==> src/rtl/writeback_arbiter.sv <==
// Two-requester writeback arbiter: ALU and load results compete for one register
// file write port, with alternating priority on conflict and a registered write stage.
module writeback_arbiter #(
  parameter int N = 32
) (
  input  logic         clk,
  input  logic         reset,
  input  logic         alu_valid_i,
  input  logic [4:0]   alu_addr_i,
  input  logic [N-1:0] alu_data_i,
  output logic         alu_ready_o,
  input  logic         mem_valid_i,
  input  logic [4:0]   mem_addr_i,
  input  logic [N-1:0] mem_data_i,
  output logic         mem_ready_o,
  input  logic         freeze_i,
  output logic [4:0]   Write_Register_o,
  output logic [N-1:0] Write_Data_o,
  output logic         Reg_Write_o,
  output logic [31:0]  Decoder_Out,
  output logic [15:0]  conflict_count_o,
  output logic         prio_state_o
);

  // Handshake: a request transfers on a rising edge where its valid and ready are
  // both high; the requester holds addr/data while valid is high and ready is low.
  // Ready is combinational and never depends on ready itself.

  typedef enum logic {
    PRIO_MEM = 1'b0,
    PRIO_ALU = 1'b1
  } prio_e;

  prio_e          state_q, state_d;
  logic [4:0]     wr_addr_q, wr_addr_d;
  logic [N-1:0]   wr_data_q, wr_data_d;
  logic           wr_en_q, wr_en_d;
  logic [15:0]    cnt_q, cnt_d;
  logic           alu_grant, mem_grant, both_valid;

  always_comb begin
    both_valid = alu_valid_i & mem_valid_i;
    alu_grant  = !reset && !freeze_i && alu_valid_i &&
                 (!mem_valid_i || (state_q == PRIO_ALU));
    mem_grant  = !reset && !freeze_i && mem_valid_i &&
                 (!alu_valid_i || (state_q == PRIO_MEM));

    state_d   = state_q;
    wr_addr_d = wr_addr_q;
    wr_data_d = wr_data_q;
    wr_en_d   = 1'b0;
    if (alu_grant) begin
      state_d   = PRIO_MEM;
      wr_addr_d = alu_addr_i;
      wr_data_d = alu_data_i;
      wr_en_d   = |alu_addr_i;
    end else if (mem_grant) begin
      state_d   = PRIO_ALU;
      wr_addr_d = mem_addr_i;
      wr_data_d = mem_data_i;
      wr_en_d   = |mem_addr_i;
    end

    // Conflicts are counted even while frozen; the counter sticks at all-ones.
    cnt_d = cnt_q;
    if (both_valid && (cnt_q != 16'hFFFF)) begin
      cnt_d = cnt_q + 16'd1;
    end
  end

  always_ff @(posedge clk or posedge reset) begin
    if (reset) begin
      state_q   <= PRIO_MEM;
      wr_addr_q <= 5'd0;
      wr_data_q <= '0;
      wr_en_q   <= 1'b0;
      cnt_q     <= 16'd0;
    end else begin
      state_q   <= state_d;
      wr_addr_q <= wr_addr_d;
      wr_data_q <= wr_data_d;
      wr_en_q   <= wr_en_d;
      cnt_q     <= cnt_d;
    end
  end

  always_comb begin
    alu_ready_o      = alu_grant;
    mem_ready_o      = mem_grant;
    Write_Register_o = wr_addr_q;
    Write_Data_o     = wr_data_q;
    Reg_Write_o      = wr_en_q;
    Decoder_Out      = wr_en_q ? (32'd1 << wr_addr_q) : 32'd0;
    conflict_count_o = cnt_q;
    prio_state_o     = state_q;
  end

endmodule

==> config.mk <==
export PLATFORM = sky130hd
export DESIGN_NAME = writeback_arbiter
export DESIGN_NICKNAME = d
export VERILOG_FILES = /design/src/rtl/writeback_arbiter.sv
export SDC_FILE = /design/constraint.sdc
export NUM_CORES = 1
export LEC_CHECK = 0
export BUFFER_PORTS_ARGS = -buffer_cell sky130_fd_sc_hd__clkbuf_2
export CAP_MARGIN = 10
export CELL_PAD_IN_SITES_DETAIL_PLACEMENT = 0
export CELL_PAD_IN_SITES_GLOBAL_PLACEMENT = 1
export CORE_ASPECT_RATIO = 2
export CORE_MARGIN = 1.5
export CORE_UTILIZATION = 33
export CTS_BUF_LIST = sky130_fd_sc_hd__clkbuf_4
export CTS_CLUSTER_SIZE = 16
export DETAILED_ROUTE_END_ITERATION = 12
export PLACE_DENSITY_LB_ADDON = 0.1
export SLEW_MARGIN = 5
export SYNTH_ARGS = -nofsm -noshare
export SYNTH_HDL_FRONTEND = slang
export SYNTH_SLANG_ARGS = --single-unit
==> constraint.sdc <==
create_clock -name clk -period 2.96 [get_ports clk]
set_clock_uncertainty 0.05 [all_clocks]
set_input_delay 0 -clock clk [delete_from_list [all_inputs] [get_ports clk]]
set_output_delay 0 -clock clk [all_outputs]
set_load 0.01 [all_outputs]
# After elaboration in Yosys (flattened, before gate mapping)
# Cells that the tools add are included.
dict set report word_totals {
  output_inout_bits 89
  reg_bits 55
  elab_cells 34
}
dict set report op_classes {
  n_bitwise 2
  shifts 1
  muxes 9
  n_eq_ne 1
  n_reduce_logical 15
  add_sub_neg 1
}
# op count
set ops {}
lappend ops {{$mux W32} 3}
lappend ops {{$shl A1 B5 Y32 const A} 1}
lappend ops {{$add A16 B1 Y16 const B} 1}
lappend ops {{$ne A16 B16 Y1 const B} 1}
lappend ops {{$mux W5} 2}
lappend ops {{$reduce_or A5 Y1} 2}
lappend ops {{$logic_and A1 B1 Y1} 6}
lappend ops {{$logic_not A1 Y1} 4}
lappend ops {{$mux W1} 4}
lappend ops {{$logic_or A1 B1 Y1} 2}
lappend ops {{$reduce_bool A2 Y1} 1}
lappend ops {{$and A1 B1 Y1} 1}
lappend ops {{$not A1 Y1} 1}

# Depth between registers and ports, before layout
dict set report depth {
  ltp_word 6
  mapped_depth 7
}

# Least setup slack after synthesis
# No wires, ideal clock.
dict set report synth_path {
  kind {register -> register}
  from {register cnt_q[4] (netlist: conflict_count_o[4])}
  to {register cnt_q[1] (netlist: conflict_count_o[1])}
  period_less_slack_ps 1680
  slack_ps 1280
  n_path_buf 1
  arrival_time_ps 1505
  required_ps 2785
  path_stages_with_launch 6
  setup_time_ps 125
  path_cell_list {dfrtp_1 buf_2 nand4_2 nor4_4 nor2_2 mux2_4}
}
dict set report synth_between {
  elab_chain_cells 2
}
# item line
set synth_lines {}
lappend synth_lines {{start, declared} 38} ;# logic [15:0] cnt_q, cnt_d;
lappend synth_lines {{start signal, assigned} 83} ;# cnt_q <= cnt_d;
lappend synth_lines {{$ne A16 B16 Y1} 66} ;# if (both_valid && (cnt_q != 16'hFFFF)) begin
lappend synth_lines {{$logic_and A1 B1 Y1} 66}
# Every way passes these cells.
# A chain may end at the register's enable or synchronous reset.

# Final worst setup path
dict set report layout_path {
  from {register state_q (netlist: prio_state_o)}
  to {register wr_en_q (netlist: Reg_Write_o)}
}
dict set report layout_between {
  elab_chain_cells 5
  elab_cells_between_ends 7
}
# item line
set layout_lines {}
lappend layout_lines {{start, declared} 34} ;# prio_e state_q, state_d;
lappend layout_lines {{start signal, assigned} 79} ;# state_q <= state_d;
lappend layout_lines {{$not A1 Y1} 46} ;# (!alu_valid_i || (state_q == PRIO_MEM));
lappend layout_lines {{$logic_or A1 B1 Y1} 46}
lappend layout_lines {{$logic_and A1 B1 Y1} 45} ;# mem_grant = !reset && !freeze_i && mem_valid_i &&
lappend layout_lines {{$mux W1} 57} ;# end else if (mem_grant) begin
lappend layout_lines {{$mux W1 *} 52} ;# if (alu_grant) begin
lappend layout_lines {{via wr_en_d} 37} ;# logic wr_en_q, wr_en_d;
lappend layout_lines {{end signal, assigned} 82} ;# wr_en_q <= wr_en_d;
lappend layout_lines {{end, declared} 37}
# Mark *: on every way through the listed nets, which the timed path passes. The rest lies on a longest branch.

==> results.md <==
GRT:
- The wire length of the first global-routing pass is 14.65 mm.
- The initial antenna violation count is 1.
- The maximum number of pins on one net before global-route repair is 40.
- The total overflow left after global routing is 0.
- In the global route stage, overall resource usage came out at 0.2080.
- The via count of the first global-routing pass came to 3,209.

Cells and area:
- The area used by multi-input combinational logic is 1335 sq um.
- The storage element area is 1376 sq um.
- The layout has 826 filler cells.
- The share of post-route cells with drive strength above 1 is 0.3357.
- The commonest non-fill, non-tap cell in the layout is clkbuf_2.
- After the last flow step, the layout net total stands at around 650.
- The final core utilization is 0.5585.
- The area growth from synthesis to final layout is 64.05%.
- In the layout the commonest cells are clkbuf_2 (167), dlygate4sd3_1 (80), nand2_1 (76).

Setup path:
- The register-to-register path setup slack is 0.21 ns.
- In this run the worst path has a maximum fanout of 39.
- STA classifies the critical path startpoint as a register.
- At the worst endpoint, the required time is 3.23 ns.
- STA classifies the critical path endpoint as a register.
- The type of the worst setup path is register to register.
- For the worst setup path, the data arrival time is slightly above 3 ns.

Clock tree:
- TritonCTS built the clock tree.
- The root buffer cell is clkbuf_4.
- The number of clock sinks is 55.
- The clock passes through at most 2 buffers.
- The insertion delay to the later sink of the worst-skew pair is 0.40 ns.
- TritonCTS created 5 clock buffers.
- The number of H-tree levels is 2.
- Clock-pin slew was measured on the worst setup and hold paths at ~0.19 ns.

Floorplanning:
- In this run the count of I/O pins placed on the die edge is roughly 170.
- The initial core utilization is 0.3404.
- The number of standard-cell rows in the floorplan is 47.
- The die is 133.8 microns tall.
- The floorplan step defined a core boundary enclosing ~8300 sq um.
- The floorplan die width is around 70 microns.
- The floorplan step defined a die boundary enclosing 9151 sq um.

STA:
- The final period demand of the worst path is 2.745 ns.
- Summed over all failing endpoints, the final setup total negative slack is 0 ns.
- The final count of hold timing violations is 0.
- Setup repair after global routing left no endpoint under its margin.
- Setup violations remaining at the end of the flow were counted as 0.
- The worst slew slack as a fraction of its limit is 0.4858.
- The share of the clock period used by the worst path is 0.9275.
- Static timing analysis puts the maximum clock frequency at 364.2 MHz.
- The number of pins exceeding their max-slew limit in the final report is 0.
- The slew of the pin with the lowest slew margin is 0.7702 ns.

Synth:
- After synthesis, the mean cell area works out to roughly 8.5 sq um.
- The netlist area before placement is 2823 sq um.
- In the synthesized netlist, the number of instances is between 300 and 400.
- The number of flip-flops and latches in the synthesized netlist is 55.
- Counting every net in the synthesized netlist gives 414.
- The netlist uses 37 different library cells.
- The total number of yosys warnings is 0.
- The fraction of the yosys area taken by sequential cells is 0.4876.

Min path:
- The class of the most critical hold timing path is primary input to register.

Routing:
- The first detailed-routing pass took 5 iterations.
- After detailed routing, the total wire length is 9.250 mm.
- For this run, design rule violations remaining after detail routing come to 0.
- The average vias per placed instance is around 4.8.
- The routed wirelength normalized by instance count is approximately 14 microns.
- The number of nets with antenna violations after detailed routing is 0.
- In this run, the number of DRC markers left after iteration 0 of detailed routing was 169.
- The detailed router placed 3,213 vias in this run.

Outcome:
- The run finished with clean final reports.

Power and ir drop:
- Across the VDD grid, the largest voltage drop is roughly 0.33 mV.
- The power density over the cells is 504.4 nW/um^2.
- The post-layout total power is approximately 0.0023 W.
- For this design the static power due to leakage is approximately 2.3 nW.

Placed design:
- The weighted congestion at the end of routability-driven global placement is 0.7645.
- The count of input and output buffers is 167.
- Once detailed placement completed, the half-perimeter wirelength came to 6.515 mm.

Run:
- Across the run, the number of max-cap violations was 0.
## final timing paths
| kind | endpoint | depth (start not counted) | start |
|---|---|---|---|
| worst max-delay path | Reg_Write_o | 7 | prio_state_o |
| worst min-delay path | conflict_count_o[2] | 4 | mem_valid_i |
| worst max register to register | Reg_Write_o | 7 | prio_state_o |
| worst min register to register | conflict_count_o[15] | 1 | conflict_count_o[15] |
| max in group asynchronous | conflict_count_o[6] | 4 | reset |
| min in group asynchronous | conflict_count_o[8] | 3 | reset |
## sequential cells by signal (all words and copies together), names as in the netlist
register and cells:
conflict_count_o 16, Write_Register_o 5, Reg_Write_o 1, prio_state_o 1, Write_Data_o 32
## routing by layer
metal | track usage | part of all wire | vias up
met1 | 0.2101 | 0.36 | 1483
met2 | 0.4044 | 0.57 | 111
li1 | - | - | 1610
met4 | 0.06333 | 0.017 | 0
met3 | 0.03356 | 0.047 | 9
met5 | 0 | 0 | -
## cells in the mapped netlist
master	count	area, sq um
dfrtp_1	55	1376
nand4_2	2	25.02
nand4_1	6	37.54
nand4b_1	2	17.52
nor2_2	2	12.51
buf_4	1	7.510
mux2_4	1	15.01
nor4_4	1	21.27
nor3b_1	2	15.01
clkbuf_1	10	37.54
and3_1	2	12.51
and4bb_1	2	25.02
nand2_1	76	285.3
o21a_1	2	15.01
nand2b_1	7	43.79
nand2_2	1	6.260
nor2b_1	1	6.260
a21oi_1	1	5.000
or4_4	1	11.26
inv_1	6	22.52
nor3_1	13	65.06
nor2_1	61	229.0
buf_2	6	30.03
mux2_2	1	11.26
a222oi_1	4	40.04
a31oi_1	34	212.7
xnor2_1	4	35.03
inv_2	1	3.750
and3_2	1	7.510
xor2_1	9	78.83
buf_1	3	11.26
o21ai_0	3	15.01
or3_4	1	11.26
or4_1	2	15.01
ha_1	1	12.51
nand3_1	8	40.04
nor4_1	1	6.260
## power by group
group	internal (W)	switching [W]	total [W]
registers	0.000887	0.000165	0.00105
logic	0.000409	0.000344	0.000753
clock network	0.000269	0.000262	0.000531
total	0.00157	0.000770	0.00234
## kinds of logic (layout without fill, tap and decap cells)
family                     after synthesis  count (layout)  synth area share
DFF                                     55              55            0.4876
adders and majority gates                1               1          0.004432
other                                    0               1                 0
buffers and inverters                   27             265           0.03989
muxes                                    2               2          0.009307
and+or+nand+nor                        192             192            0.3165
AOI/OAI and AO/OA                       44              44            0.1019
xor gates and xnor gates                13              13           0.04034
## repair_timing
item,4_1_cts,5_1_grt
hold buffers,80,0
endpoints found under the setup margin,0,0
buffers inserted,0,0
resized for setup,0,0
endpoints found under the hold margin,73,0
## through the flow
stage,area [sq um],instances,worst slack (ns),hold slack (ns)
3_5_place_dp,3719,582,1.115,0.1501
3_3_place_gp,3719,582,1.128,0.1480
6_report,4631,671,0.2146,0.05949
4_1_cts,4628,670,0.2219,0.03632
2_1_floorplan,2823,334,1.280,0.04702
5_1_grt,4631,671,0.04513,0.05629
## critical path, cell delays in order, from the launching register on
cell and delay (ns):
dfrtp_1 0.43, nand2b_1 0.13, nand3_1 0.11, inv_2 0.53
o21ai_0 0.19, dlygate4sd3_1 0.60, nand2_1 0.08, dlygate4sd3_1 0.56
## layout make-up
class	count	area share
Sequential cell	55	0.2972
Timing Repair Buffer	250	0.3583
Clock buffer	5	0.008106
Clock inverter	3	0.01540
Multi-Input combinational cell	252	0.2883
Inverter	7	0.005674
Antenna cell	1	0.0005404
Tap cell	98	0.02648
Note: power is estimated with default switching activity, not from simulation.
